`config.mk`:
```
export PLATFORM = sky130hd
export DESIGN_NAME = if_id_buffer_flat
export DESIGN_NICKNAME = d
export VERILOG_FILES = /design/src/rtl/if_id_buffer_pkg.sv /design/src/rtl/if_id_buffer_if.sv /design/src/rtl/if_id_buffer_sync_fifo_flush.sv /design/src/rtl/if_id_buffer.sv /design/src/flat_wrapper.sv
export SDC_FILE = /design/constraint.sdc
export NUM_CORES = 1
export LEC_CHECK = 0
export ABC_CLOCK_PERIOD_IN_PS = 9400
export CAP_MARGIN = 20
export CORE_MARGIN = 5
export CORE_UTILIZATION = 54
export CTS_BUF_LIST = sky130_fd_sc_hd__clkbuf_4 sky130_fd_sc_hd__clkbuf_8
export DETAILED_ROUTE_END_ITERATION = 12
export PLACE_DENSITY = 0.95
export SLEW_MARGIN = 15
export SYNTH_ARGS = -nofsm -noshare
export SYNTH_HDL_FRONTEND = slang
export SYNTH_HIERARCHICAL = 1
export SYNTH_SLANG_ARGS = --single-unit
```
`constraint.sdc`:
```
create_clock -name clk -period 9.4 [get_ports clk]
set_clock_uncertainty 0.05 [all_clocks]
set_input_delay 1.88 -clock clk [delete_from_list [all_inputs] [get_ports clk]]
set_output_delay 1.88 -clock clk [all_outputs]
set_load 0.01 [all_outputs]
```
`src/rtl/if_id_buffer_pkg.sv`:
```
// Shared pipeline definitions for the fetch/decode boundary.
// Holds the default datapath width, the canonical NOP encoding used wherever
// a stage must present "no instruction", and the IF/ID entry field widths.
package if_id_buffer_pkg;

  localparam int XLEN_DEFAULT = 32;
  localparam int INSTR_W      = 32;
  localparam int BEST_W       = 1;

  // addi x0, x0, 0
  localparam logic [INSTR_W-1:0] NOP_INSTRUCTION = 32'h0000_0013;

  // Packed width of one IF/ID entry: {pc, pc_plus_4, instruction, branch_estimation}.
  function automatic int entry_width(input int xlen);
    return 2 * xlen + INSTR_W + BEST_W;
  endfunction

endpackage

```
`src/rtl/if_id_buffer_if.sv`:
```
// Fetch/decode handshake bundle.
//   IF_* : fetch side  (valid/ready plus pc, pc_plus_4, instruction, estimate)
//   ID_* : decode side (valid/ready plus the head entry fields)
// modport slave  : the buffer (accepts IF_*, presents ID_*)
// modport master : the surrounding pipeline (drives IF_*, consumes ID_*)
interface if_id_buffer_if
  import if_id_buffer_pkg::*;
#(
  parameter int XLEN = XLEN_DEFAULT
) ();

  logic               IF_valid;
  logic               IF_ready;
  logic [XLEN-1:0]    IF_pc;
  logic [XLEN-1:0]    IF_pc_plus_4;
  logic [INSTR_W-1:0] IF_instruction;
  logic               IF_branch_estimation;

  logic               ID_valid;
  logic               ID_ready;
  logic [XLEN-1:0]    ID_pc;
  logic [XLEN-1:0]    ID_pc_plus_4;
  logic [INSTR_W-1:0] ID_instruction;
  logic               ID_branch_estimation;

  modport slave (
    input  IF_valid, IF_pc, IF_pc_plus_4, IF_instruction, IF_branch_estimation, ID_ready,
    output IF_ready, ID_valid, ID_pc, ID_pc_plus_4, ID_instruction, ID_branch_estimation
  );

  modport master (
    output IF_valid, IF_pc, IF_pc_plus_4, IF_instruction, IF_branch_estimation, ID_ready,
    input  IF_ready, ID_valid, ID_pc, ID_pc_plus_4, ID_instruction, ID_branch_estimation
  );

endinterface

```
`src/rtl/if_id_buffer_sync_fifo_flush.sv`:
```
// sync_fifo_flush: generic DEPTH x WIDTH synchronous FIFO.
//   clk, reset   : clock, synchronous active-high reset
//   flush        : synchronous discard of all entries (reset wins over flush)
//   wr_valid/wr_ready/wr_data : write handshake; wr_ready depends only on the
//                               registered count, never on rd_ready
//   rd_valid/rd_ready/rd_data : read handshake; rd_data is the head entry
//   count        : current number of stored entries
module sync_fifo_flush #(
  parameter int DEPTH = 2,
  parameter int WIDTH = 8
) (
  input  logic                     clk,
  input  logic                     reset,
  input  logic                     flush,
  input  logic                     wr_valid,
  output logic                     wr_ready,
  input  logic [WIDTH-1:0]         wr_data,
  output logic                     rd_valid,
  input  logic                     rd_ready,
  output logic [WIDTH-1:0]         rd_data,
  output logic [$clog2(DEPTH):0]   count
);

  localparam int AW = $clog2(DEPTH);
  localparam int CW = AW + 1;

  logic [WIDTH-1:0] mem [DEPTH];
  logic [AW-1:0]    wr_ptr;
  logic [AW-1:0]    rd_ptr;
  logic             push;
  logic             pop;

  // A full FIFO refuses a write even when a read happens in the same cycle,
  // which keeps wr_ready free of any path from rd_ready.
  assign wr_ready = (count < CW'(DEPTH));
  assign rd_valid = (count != '0);
  assign push     = wr_valid && wr_ready;
  assign pop      = rd_valid && rd_ready;
  assign rd_data  = mem[rd_ptr];

  // NOTE: state registers use non-blocking assignments so every flop samples
  // pre-edge values regardless of process evaluation order.
  always_ff @(posedge clk) begin
    if (reset || flush) begin
      wr_ptr <= '0;
      rd_ptr <= '0;
      count  <= '0;
    end else begin
      // Pointers are AW bits wide and DEPTH is a power of two, so they wrap
      // naturally; count separates full from empty.
      if (push) wr_ptr <= wr_ptr + AW'(1);
      if (pop)  rd_ptr <= rd_ptr + AW'(1);
      unique case ({push, pop})
        2'b10:   count <= count + CW'(1);
        2'b01:   count <= count - CW'(1);
        default: count <= count;
      endcase
    end
  end

  // NOTE: storage has no reset; stale contents are never observable because
  // rd_valid gates them, and leaving it unreset lets it map to plain RAM/flops
  // without a reset tree.
  always_ff @(posedge clk) begin
    if (push) mem[wr_ptr] <= wr_data;
  end

endmodule

```
`src/rtl/if_id_buffer.sv`:
```
// if_id_buffer: fetch-to-decode pipeline buffer.
// A small in-order FIFO between IF and ID so fetch can run ahead of decode
// stalls without a combinational stall path back to the PC.
//   clk       : clock
//   reset     : synchronous active-high reset (priority over flush)
//   flush     : discard all buffered entries on redirect
//   bus       : if_id_buffer_if.slave, IF_* in, ID_* out (NOP when empty)
//   occupancy : current entry count
module if_id_buffer
  import if_id_buffer_pkg::*;
#(
  parameter int XLEN  = XLEN_DEFAULT,
  parameter int DEPTH = 2
) (
  input  logic                   clk,
  input  logic                   reset,
  input  logic                   flush,
  if_id_buffer_if.slave          bus,
  output logic [$clog2(DEPTH):0] occupancy
);

  localparam int WIDTH = entry_width(XLEN);

  logic [WIDTH-1:0]   wr_data;
  logic [WIDTH-1:0]   head;
  logic               head_valid;
  logic [XLEN-1:0]    head_pc;
  logic [XLEN-1:0]    head_pc_plus_4;
  logic [INSTR_W-1:0] head_instruction;
  logic               head_estimation;

  assign wr_data = {bus.IF_pc, bus.IF_pc_plus_4, bus.IF_instruction, bus.IF_branch_estimation};

  sync_fifo_flush #(
    .DEPTH (DEPTH),
    .WIDTH (WIDTH)
  ) u_fifo (
    .clk      (clk),
    .reset    (reset),
    .flush    (flush),
    .wr_valid (bus.IF_valid),
    .wr_ready (bus.IF_ready),
    .wr_data  (wr_data),
    .rd_valid (head_valid),
    .rd_ready (bus.ID_ready),
    .rd_data  (head),
    .count    (occupancy)
  );

  assign {head_pc, head_pc_plus_4, head_instruction, head_estimation} = head;
  assign bus.ID_valid = head_valid;

  // Empty buffer presents a clean NOP bubble so stale storage never leaks
  // into decode.
  // NOTE: every output gets a default first, so no path can leave one
  // unassigned and infer a latch.
  always_comb begin
    bus.ID_pc                = '0;
    bus.ID_pc_plus_4         = '0;
    bus.ID_instruction       = NOP_INSTRUCTION;
    bus.ID_branch_estimation = 1'b0;
    if (head_valid) begin
      bus.ID_pc                = head_pc;
      bus.ID_pc_plus_4         = head_pc_plus_4;
      bus.ID_instruction       = head_instruction;
      bus.ID_branch_estimation = head_estimation;
    end
  end

endmodule

```
`src/flat_wrapper.sv`:
```
// flat-port wrapper written by rule: the top's interface ports become plain ports
module if_id_buffer_flat import if_id_buffer_pkg::*;
#(
  parameter int XLEN  = XLEN_DEFAULT,
  parameter int DEPTH = 2
)
  (clk, reset, flush, occupancy, bus_IF_valid, bus_IF_pc, bus_IF_pc_plus_4, bus_IF_instruction, bus_IF_branch_estimation, bus_ID_ready, bus_IF_ready, bus_ID_valid, bus_ID_pc, bus_ID_pc_plus_4, bus_ID_instruction, bus_ID_branch_estimation);
  if_id_buffer_if #(.XLEN(XLEN)) bus_i ();
  input  logic clk;
  input  logic reset;
  input  logic flush;
  output logic [$clog2(DEPTH):0] occupancy;
  input wire logic [$bits(bus_i.IF_valid)-1:0] bus_IF_valid;
  input wire logic [$bits(bus_i.IF_pc)-1:0] bus_IF_pc;
  input wire logic [$bits(bus_i.IF_pc_plus_4)-1:0] bus_IF_pc_plus_4;
  input wire logic [$bits(bus_i.IF_instruction)-1:0] bus_IF_instruction;
  input wire logic [$bits(bus_i.IF_branch_estimation)-1:0] bus_IF_branch_estimation;
  input wire logic [$bits(bus_i.ID_ready)-1:0] bus_ID_ready;
  output wire logic [$bits(bus_i.IF_ready)-1:0] bus_IF_ready;
  output wire logic [$bits(bus_i.ID_valid)-1:0] bus_ID_valid;
  output wire logic [$bits(bus_i.ID_pc)-1:0] bus_ID_pc;
  output wire logic [$bits(bus_i.ID_pc_plus_4)-1:0] bus_ID_pc_plus_4;
  output wire logic [$bits(bus_i.ID_instruction)-1:0] bus_ID_instruction;
  output wire logic [$bits(bus_i.ID_branch_estimation)-1:0] bus_ID_branch_estimation;
  assign bus_i.IF_valid = bus_IF_valid;
  assign bus_i.IF_pc = bus_IF_pc;
  assign bus_i.IF_pc_plus_4 = bus_IF_pc_plus_4;
  assign bus_i.IF_instruction = bus_IF_instruction;
  assign bus_i.IF_branch_estimation = bus_IF_branch_estimation;
  assign bus_i.ID_ready = bus_ID_ready;
  assign bus_IF_ready = bus_i.IF_ready;
  assign bus_ID_valid = bus_i.ID_valid;
  assign bus_ID_pc = bus_i.ID_pc;
  assign bus_ID_pc_plus_4 = bus_i.ID_pc_plus_4;
  assign bus_ID_instruction = bus_i.ID_instruction;
  assign bus_ID_branch_estimation = bus_i.ID_branch_estimation;
  if_id_buffer #(.XLEN(XLEN), .DEPTH(DEPTH)) u_core (.clk(clk), .reset(reset), .flush(flush), .bus(bus_i), .occupancy(occupancy));
endmodule
```
==> results.toml <==
[worst_setup_path]
crit_type = "reg -> out"
crit_slowest_cell = "buf_4"
crit_required_ns = 7.47
cp-end-kind = "output port"
cp_num_buf_inv = 2
worst-path-max-fanout = 69
start_kind = "flop"
crit_family = "buffers and inverters"
worstPathArrival_ns = 2.96
crit_path_max_incr_delay_ns = 0.79
crit_chain = "buf_4, mux2_2, and2_1, clkdlybuf4s50_1"

[clock_tree]
root_buffer = "clkbuf_8"
numCtsBuffers = 17
cts_hold_buf = 0
cts_resized = 0
cts_buffer_depth = 2
clock_latency_ns = 0.45
h-tree-depth = 4
clkTransAtPathRegs_ns = 0.09
cts.sinks = 199
cts_tree = "built"
cts_setup_buffers = 0

[die]
initial_core_util = 0.546
io_pins = 203
die_h_um = 131
coreArea_mm2 = 0.0144
chipWidth_um = 131
fp.dieArea_mm2 = 0.0171
fp-row-count = 44

[timing]
rsz0062_at_grt = "false"
fin_tns_setup_ns = 0
worst_pin_slew_ns = 0.918
finalSetupViolations = 0
min_period_over_period = 0.521
max_slew_margin = 0.388
whs_ns = 0.546
fmax_ghz = 0.204
min_period_ns = 4.89
setup_ws_ns = 4.51
slew_viol_final = 0
hold_viol = 0

[synthesis]
mappedNetlistArea_mm2 = 0.00788
yosysTopAreaCellShare = 0.739
syn_nets = 535
synth_area_leaders = "edfxtp_1 74%, mux2_2 14%, and2_1 7.5%, dfxtp_1 1.3%, buf_2 0.89%"
avgSynthCellArea_um2 = 18.2
synth_area_leader_cell = "edfxtp_1"
ys_seq_area_frac = 0.752
synth_cell_type_count = 20
ys_warn_count = 6
synth-seq-cells = 199
synthCells = 432

[power]
ir_drop_mv = 0.145
p_total_mw = 1.83
leakage_nw = 3.52
p_per_area_mw_per_mm2 = 174

[global_route]
grt_pass1_wl_um = 24000
grt_max_degree = 99
grt.overflow.total = 0
antenna_found_initial = 0
grt_usage = 0.188
grt_pass1_vias = 4536

[routing]
wl_per_cell_um = 19.1
ant_nets = 0
vias_per_cell = 5.11
drtPass1Iterations = 4
drc = 0
drtIter0Drc = 276
routed_wl_um = 15900
via_count = 4249

[cells_and_area]
nets = 740
layout_commonest_cell = "clkdlybuf4s50_1"
num-fill-cells = 902
design_area_mm2 = 0.0105
syn_to_final_growth_pct = 33.0
utilization = 0.727
stdcell_count = 832
drive_gt1_frac = 0.207
antenna_cells = 0
final_cell_mix = "202 x clkdlybuf4s50_1, 194 x edfxtp_1, 97 x mux2_2"

[placed_design]
port_buffers = 202
placed_cell_area_mm2 = 0.0101
post-dp-hpwl_um = 10700
place_congestion = 0.762
dpl_worst_slack_ns = 4.96
placedCellCount = 802

[status]
status = "complete, no violations"

[job]
drv_cap = 0

[min_path]
hold_path.class = "reg -> reg"
-- worst register-to-register path, stage by stage (launching register included) --
cell and delay [ns]:
dfxtp_1 0.37, inv_1 0.11, and3_4 0.64, buf_4 0.67
-- layout make-up --
type                       instances  area [um^2]  share of cell area
clock inverter                    10          179              0.0171
sequential                       199         5930               0.565
inverter                           1         3.75            0.000358
timing repair buffer             207         2060               0.196
multi-input combinational        211         1830               0.174
tap                              184          230              0.0220
clock buffer                      20          256              0.0245
-- cell usage after synthesis, drive strengths merged --
| cell type | n |
|---|---|
| xor2 | 2 |
| nand2b | 4 |
| o21a | 1 |
| inv | 1 |
| or2 | 1 |
| nor3 | 4 |
| dfxtp | 5 |
| and2 | 94 |
| edfxtp | 194 |
| buf | 21 |
| mux2 | 97 |
| o21ai | 1 |
| ha | 1 |
| nor2 | 1 |
| a211oi | 1 |
| or3 | 1 |
| and3 | 1 |
| xnor2 | 2 |
-- final timing paths --
check	start	to	slack (ns)	depth (start not counted)
worst max-delay path	flop	bus_ID_instruction[31]	4.51	4
worst max register to register	u_core/u_fifo/count[1]	u_core/u_fifo/mem[1][32]	7.16	3
worst min register to register	u_core/u_fifo/rd_ptr	u_core/u_fifo/rd_ptr	0.55	2
worst min-delay path	u_core/u_fifo/rd_ptr	u_core/u_fifo/rd_ptr	0.55	2
-- state kept, by name, summed over array words and instances (netlist names), named ones only --
register              cells
u_core/u_fifo/mem       194
u_core/u_fifo/count       2
u_core/u_fifo/wr_ptr      1
u_core/u_fifo/rd_ptr      1
-- routing by layer --
layer	GRT usage	share of wire
met1	0.220	0.38
met2	0.331	0.54
met3	0.0593	0.069
met5	0	0
met4	0.0623	0.014
-- where the power goes --
group	switching, mW	internal, mW
sequential	0.0115	1.02
combinational	0.0850	0.119
clock	0.269	0.321
-- kinds of logic (layout without fill, tap and decap cells) --
logic type      count (synthesis)  after routing  synth area share
compound gates                  3              3           0.00254
xor+xnor                        4              4           0.00445
fa+ha+maj                       1              1           0.00159
buf+inv                        22            238            0.0179
flops                         199            199             0.752
mux                            97             97             0.139
simple gates                  106            106            0.0832
(Power assumes the default switching activity.)
